File: config.mk
export PLATFORM = sky130hd
export DESIGN_NAME = mc_control_fsm
export DESIGN_NICKNAME = d
export VERILOG_FILES = /design/src/rtl/mc_control_fsm_pkg.sv /design/src/rtl/mc_alu_decoder.sv /design/src/rtl/mc_control_fsm.sv
export SDC_FILE = /design/constraint.sdc
export NUM_CORES = 1
export LEC_CHECK = 0
export CAP_MARGIN = 20
export CORE_MARGIN = 2
export CORE_UTILIZATION = 35
export CTS_BUF_LIST = sky130_fd_sc_hd__clkbuf_2 sky130_fd_sc_hd__clkbuf_4 sky130_fd_sc_hd__clkbuf_8
export DETAILED_ROUTE_END_ITERATION = 10
export PLACE_DENSITY = 0.78
export SKIP_LAST_GASP = 1
export SYNTH_ARGS = -nofsm -noshare
export SYNTH_HDL_FRONTEND = slang
export SYNTH_SLANG_ARGS = --single-unit
export TNS_END_PERCENT = 1
File: constraint.sdc
create_clock -name clk -period 1.3 [get_ports clk]
set_input_delay 0.26 -clock clk [delete_from_list [all_inputs] [get_ports clk]]
set_output_delay 0.26 -clock clk [all_outputs]
set_load 0.02 [all_outputs]
File: src/rtl/mc_control_fsm_pkg.sv
// Shared constants for the multicycle MIPS control unit: state codes, opcode and funct
// values, ALU op codes, mux selects and the control word struct.
package mc_control_fsm_pkg;

    localparam int OP_W     = 6;
    localparam int ALU_OP_W = 2;
    localparam int STATE_W  = 4;

    localparam logic [3:0] S_FETCH     = 4'd0;
    localparam logic [3:0] S_DECODE    = 4'd1;
    localparam logic [3:0] S_MEM_ADDR  = 4'd2;
    localparam logic [3:0] S_MEM_READ  = 4'd3;
    localparam logic [3:0] S_MEM_WB    = 4'd4;
    localparam logic [3:0] S_MEM_WRITE = 4'd5;
    localparam logic [3:0] S_EXECUTE   = 4'd6;
    localparam logic [3:0] S_ALU_WB    = 4'd7;
    localparam logic [3:0] S_BRANCH    = 4'd8;
    localparam logic [3:0] S_JUMP      = 4'd9;
    localparam logic [3:0] S_ADDI_EX   = 4'd10;
    localparam logic [3:0] S_ADDI_WB   = 4'd11;

    localparam logic [5:0] OP_RTYPE = 6'h00;
    localparam logic [5:0] OP_LW    = 6'h23;
    localparam logic [5:0] OP_SW    = 6'h2B;
    localparam logic [5:0] OP_BEQ   = 6'h04;
    localparam logic [5:0] OP_J     = 6'h02;
    localparam logic [5:0] OP_ADDI  = 6'h08;

    localparam logic [5:0] FN_ADD = 6'h20;
    localparam logic [5:0] FN_SUB = 6'h22;
    localparam logic [5:0] FN_AND = 6'h24;
    localparam logic [5:0] FN_OR  = 6'h25;

    localparam logic [1:0] ALU_ADD = 2'b00;
    localparam logic [1:0] ALU_SUB = 2'b01;
    localparam logic [1:0] ALU_AND = 2'b10;
    localparam logic [1:0] ALU_OR  = 2'b11;

    localparam logic [1:0] SRCB_B      = 2'b00;
    localparam logic [1:0] SRCB_FOUR   = 2'b01;
    localparam logic [1:0] SRCB_IMM    = 2'b10;
    localparam logic [1:0] SRCB_IMM_SH = 2'b11;

    localparam logic [1:0] PCSRC_ALU    = 2'b00;
    localparam logic [1:0] PCSRC_ALUOUT = 2'b01;
    localparam logic [1:0] PCSRC_JUMP   = 2'b10;

    typedef struct packed {
        logic       pc_write;
        logic       branch;
        logic       iord;
        logic       mem_read;
        logic       mem_write;
        logic       ir_write;
        logic       reg_dst;
        logic       mem_to_reg;
        logic       reg_write;
        logic       alu_src_a;
        logic [1:0] alu_src_b;
        logic [1:0] alu_load;
        logic [1:0] pc_src;
    } ctrl_t;

endpackage

File: src/rtl/mc_alu_decoder.sv
// R-type funct field to ALU op select; flags funct values the ALU does not support.
module mc_alu_decoder
    import mc_control_fsm_pkg::*;
(
    input  logic [OP_W-1:0]     funct,
    output logic [ALU_OP_W-1:0] alu_op,
    output logic                illegal_funct
);

    always_comb begin
        alu_op        = ALU_ADD;
        illegal_funct = 1'b0;
        case (funct)
            FN_ADD:  alu_op = ALU_ADD;
            FN_SUB:  alu_op = ALU_SUB;
            FN_AND:  alu_op = ALU_AND;
            FN_OR:   alu_op = ALU_OR;
            default: illegal_funct = 1'b1;
        endcase
    end

endmodule

File: src/rtl/mc_control_fsm.sv
// Multicycle MIPS control unit: state register, next-state logic and Moore output decode
// driving the datapath muxes/enables and the ALU op select.
//
// state     | meaning
// ----------+------------------------------------------------
// FETCH     | read instruction, load IR, PC <= PC + 4
// DECODE    | branch target into ALUOut, dispatch on opcode
// MEM_ADDR  | compute lw/sw effective address
// MEM_READ  | read data memory into MDR
// MEM_WB    | write MDR to rt
// MEM_WRITE | write B to data memory
// EXECUTE   | R-type ALU operation
// ALU_WB    | write ALUOut to rd
// BRANCH    | compare A - B, take branch on zero
// JUMP      | load jump target into PC
// ADDI_EX   | A + sext(imm)
// ADDI_WB   | write ALUOut to rt
module mc_control_fsm
    import mc_control_fsm_pkg::*;
#(
    parameter int OP_WIDTH     = 6,
    parameter int ALU_OP_WIDTH = 2,
    parameter int STATE_WIDTH  = 4
) (
    input  logic                    clk,
    input  logic                    rst,
    input  logic [OP_WIDTH-1:0]     opcode,
    input  logic [OP_WIDTH-1:0]     funct,
    input  logic                    zero,
    output logic                    pc_en,
    output logic                    iord,
    output logic                    mem_read,
    output logic                    mem_write,
    output logic                    ir_write,
    output logic                    reg_dst,
    output logic                    mem_to_reg,
    output logic                    reg_write,
    output logic                    alu_src_a,
    output logic [1:0]              alu_src_b,
    output logic [ALU_OP_WIDTH-1:0] alu_load,
    output logic [1:0]              pc_src,
    output logic                    illegal,
    output logic [STATE_WIDTH-1:0]  state
);

    logic [3:0]    state_q;
    logic [3:0]    state_nxt;
    logic          mem_is_sw;
    logic [1:0]    funct_alu_op;
    logic          illegal_funct;
    logic          opcode_bad;
    ctrl_t         ctrl;

    mc_alu_decoder u_alu_decoder (
        .funct         (funct),
        .alu_op        (funct_alu_op),
        .illegal_funct (illegal_funct)
    );

    always_comb begin
        opcode_bad = 1'b0;
        case (opcode)
            OP_RTYPE: opcode_bad = illegal_funct;
            OP_LW, OP_SW, OP_BEQ, OP_J, OP_ADDI: opcode_bad = 1'b0;
            default:  opcode_bad = 1'b1;
        endcase
    end

    // lw/sw is captured in DECODE so MEM_ADDR never looks at the opcode again.
    always_ff @(posedge clk) begin
        if (rst) begin
            state_q   <= S_FETCH;
            mem_is_sw <= 1'b0;
        end else begin
            state_q <= state_nxt;
            if (state_q == S_DECODE) begin
                mem_is_sw <= (opcode == OP_SW);
            end
        end
    end

    always_comb begin
        state_nxt = S_FETCH;
        case (state_q)
            S_FETCH:     state_nxt = S_DECODE;
            S_DECODE: begin
                case (opcode)
                    OP_RTYPE: state_nxt = illegal_funct ? S_FETCH : S_EXECUTE;
                    OP_LW:    state_nxt = S_MEM_ADDR;
                    OP_SW:    state_nxt = S_MEM_ADDR;
                    OP_BEQ:   state_nxt = S_BRANCH;
                    OP_J:     state_nxt = S_JUMP;
                    OP_ADDI:  state_nxt = S_ADDI_EX;
                    default:  state_nxt = S_FETCH;
                endcase
            end
            S_MEM_ADDR:  state_nxt = mem_is_sw ? S_MEM_WRITE : S_MEM_READ;
            S_MEM_READ:  state_nxt = S_MEM_WB;
            S_EXECUTE:   state_nxt = S_ALU_WB;
            S_ADDI_EX:   state_nxt = S_ADDI_WB;
            default:     state_nxt = S_FETCH;
        endcase
    end

    always_comb begin
        ctrl = '0;
        case (state_q)
            S_FETCH: begin
                ctrl.mem_read  = 1'b1;
                ctrl.ir_write  = 1'b1;
                ctrl.alu_src_b = SRCB_FOUR;
                ctrl.alu_load  = ALU_ADD;
                ctrl.pc_write  = 1'b1;
                ctrl.pc_src    = PCSRC_ALU;
            end
            S_DECODE: begin
                ctrl.alu_src_b = SRCB_IMM_SH;
                ctrl.alu_load  = ALU_ADD;
            end
            S_MEM_ADDR, S_ADDI_EX: begin
                ctrl.alu_src_a = 1'b1;
                ctrl.alu_src_b = SRCB_IMM;
                ctrl.alu_load  = ALU_ADD;
            end
            S_MEM_READ: begin
                ctrl.iord     = 1'b1;
                ctrl.mem_read = 1'b1;
            end
            S_MEM_WB: begin
                ctrl.mem_to_reg = 1'b1;
                ctrl.reg_write  = 1'b1;
            end
            S_MEM_WRITE: begin
                ctrl.iord      = 1'b1;
                ctrl.mem_write = 1'b1;
            end
            S_EXECUTE: begin
                ctrl.alu_src_a = 1'b1;
                ctrl.alu_src_b = SRCB_B;
                ctrl.alu_load  = funct_alu_op;
            end
            S_ALU_WB: begin
                ctrl.reg_dst   = 1'b1;
                ctrl.reg_write = 1'b1;
            end
            S_BRANCH: begin
                ctrl.alu_src_a = 1'b1;
                ctrl.alu_load  = ALU_SUB;
                ctrl.pc_src    = PCSRC_ALUOUT;
                ctrl.branch    = 1'b1;
            end
            S_JUMP: begin
                ctrl.pc_src   = PCSRC_JUMP;
                ctrl.pc_write = 1'b1;
            end
            S_ADDI_WB: ctrl.reg_write = 1'b1;
            default:   ctrl = '0;
        endcase
    end

    // Write enables are held off for the whole reset window, not just after the first edge.
    assign pc_en      = ~rst & (ctrl.pc_write | (ctrl.branch & zero));
    assign ir_write   = ~rst & ctrl.ir_write;
    assign mem_write  = ~rst & ctrl.mem_write;
    assign reg_write  = ~rst & ctrl.reg_write;
    assign illegal    = ~rst & (state_q == S_DECODE) & opcode_bad;
    assign iord       = ctrl.iord;
    assign mem_read   = ctrl.mem_read;
    assign reg_dst    = ctrl.reg_dst;
    assign mem_to_reg = ctrl.mem_to_reg;
    assign alu_src_a  = ctrl.alu_src_a;
    assign alu_src_b  = ctrl.alu_src_b;
    assign alu_load   = ctrl.alu_load;
    assign pc_src     = ctrl.pc_src;
    assign state      = state_q;

endmodule

==> flow_summary.toml <==
[floorplanning]
rows = 15
core_um2 = 1690
io_pins = 35
die_x_um = 45.7
dieArea_um2 = 2090
die_h_um = 45.7
start_util = 0.361

[logic_synthesis]
ys_types = 36
synth_flop_cell = "dfxtp_1"
async_flop_share = 0
mappedNetlistArea_um2 = 609
syn-num-nets = 101
yosysWarnings = 0
synth_edf_count = 0
avgSynthCellArea_um2 = 7.09
netlist_instances = 86
synth-seq-cells = 5
synth_area_leader_cell = "dfxtp_1"
synth_top_area_frac = 0.164
seq_area_frac_synth = 0.164
synthTopCellsByArea = "dfxtp_1, nor2_1, nor3_1, nor4_4, buf_6"

[cts]
cts.path.max_buffers = 2
cts_root_buffer = "clkbuf_4"
htree_num_levels = 1
clock_latency_ps = 260
cts_tree = "yes"
cts_num_sinks = 5
cts_made_buffers = 3
cts-hold-fix-buffers = 0
clk_pin_slew_ps = 40

[sta]
timing.final.crit_share = 1.30
report.final.slew_viol_count = 0
finalSetupViolCount = 25
fmax_mhz = 592
relSlewSlack = 0.687
tightest_slew_ps = 458
finClkSkew_ps = 6.46
period_minus_slack_ps = 1690
fin_ws_ps = -390
final_hold_viol_count = 0
rsz0062_at_grt = "true"
fin_tns_setup_ps = -6920

[finish]
mostFrequentLayoutCell = "buf_4"
fin_util = 0.749
area.growth.synth_to_final_pct = 108
drive_above_1_share = 0.500
stdcell_count = 171
layout.nets = 170
n_fill_cell = 136
final_cell_mix = "buf_4, nor2_1, dlygate4sd2_1"
fin_area_um2 = 1260
antennaDiodeCount = 0

[place]
dp_cells = 164
place_area_um2 = 1230
place_congestion = 0.808
dpl.hpwl_mm = 1.69
portBuffers = 34

[critical_path]
end_kind = "output port"
worstPathArrival_ps = 1430
worstPathRequired_ps = 1040
r2r_cells = 5
slowest_stage = "dfxtp_4"
critical_path.startpoint = "state[2]"
crit_path_cell_trace = "or2_1, nor3_2, o311a_1, o31a_1, buf_6"
critPathLaunchType = "register"
critPathKind = "register to output port"
r2r-start = "state[2]"
worstPathMaxFanout = 4
slowest_delay_ps = 340

[global_routing]
grt_max_degree = 10
gr-usage-all-layers = 0.249
grt_pass1_vias = 846
grt_pass1_wl_mm = 3.75
grt_overflow_total = 0
grt_antenna_before_repair = 0

[power]
total_power_mw = 0.624
p_per_area_nw_per_um2 = 493
irDropWorstVdd_mv = 0.437
p_leak_nw = 0.544

[min_path]
hold_path.class = "input pin to register"
min_from = "opcode[1]"
min_path_cells = 4

[route]
ant_nets = 0
wl_mm = 2.39
vias_per_cell = 5.47
vias = 936
drc = 0
drt-pass1-iter-count = 4
wire_per_inst_um = 14.0
drt_iter0_drc = 18

[run_status]
violations = "negative setup slack"
outcome = "finished, violations left"

[job]
maxCapViolCount = 0
## path summary, 6_finish.rpt
| check | endpoint | slack (ps) |
|---|---|---|
| hold / removal | mem_is_sw | 470 |
| hold reg to reg | mem_is_sw | 500 |
| setup / recovery | illegal | -390 |
| setup reg to reg | state[0] | -260 |
## critical path, delay by kind of cell, from the launching register on
| kind | cells | cell delay [ps] |
|---|---|---|
| buffers and inverters | 1 | 120 |
| DFF | 1 | 340 |
| AOI/OAI and AO/OA | 2 | 320 |
| and+or+nand+nor | 2 | 390 |
## Yosys cell counts, types with 2 or more instances
cell type   n
a21oi_1     6
buf_2       2
buf_6       3
dfxtp_1     5
inv_1       4
nand2_1     5
nand2b_1    2
nand3_1     3
nor2_1     15
nor3_1      9
nor3b_1     3
nor4_1      2
nor4_4      2
o21ai_0     3
## where the power goes
group	internal [mW]	switching, mW	total [mW]
sequential	0.154	0.00391	0.158
combinational	0.125	0.125	0.250
clock	0.138	0.0781	0.216
total	0.417	0.207	0.624
## cell type report
class / instances / area [µm²] / share of cell area
clock buffer: 4 / 30.0 / 0.0237
sequential: 5 / 109 / 0.0861
tap: 17 / 21.3 / 0.0168
timing repair buffer: 70 / 558 / 0.441
inverter: 4 / 15.0 / 0.0119
multi-input combinational: 71 / 532 / 0.420
## layer usage
layer  vias up  part of all wire  global-route usage
met5         -                 0                   0
met4         0             0.019               0.120
met3         6             0.041              0.0238
met2        40              0.55               0.451
met1       432              0.39               0.288
li1        458                 -                   -
## flip-flops by register name, indices dropped and copies added (netlist names)
register	flops
mem_is_sw	1
state	4
## through the flow
stage / hold WS (ps) / worst slack, ps
after global routing: 506 / -419
after CTS: 497 / -375
after detailed placement: 487 / -1070
after global placement: 492 / -1030
final: 474 / -390
after floorplan: 437 / -179
## timing repair
| item | CTS | global route |
|---|---|---|
| resized for setup | 67 | 8 |
| pin swaps | 5 | 2 |
| buffers inserted | 3 | 0 |
| setup endpoints to repair | 25 | 25 |
## logic make-up after synthesis
kind of cell    after synthesis  synth area share
compound gates               22             0.265
buf+inv                      10             0.103
xor+xnor                      2            0.0288
simple gates                 47             0.439
flops                         5             0.164
Note: power is estimated with default switching activity, not from simulation.
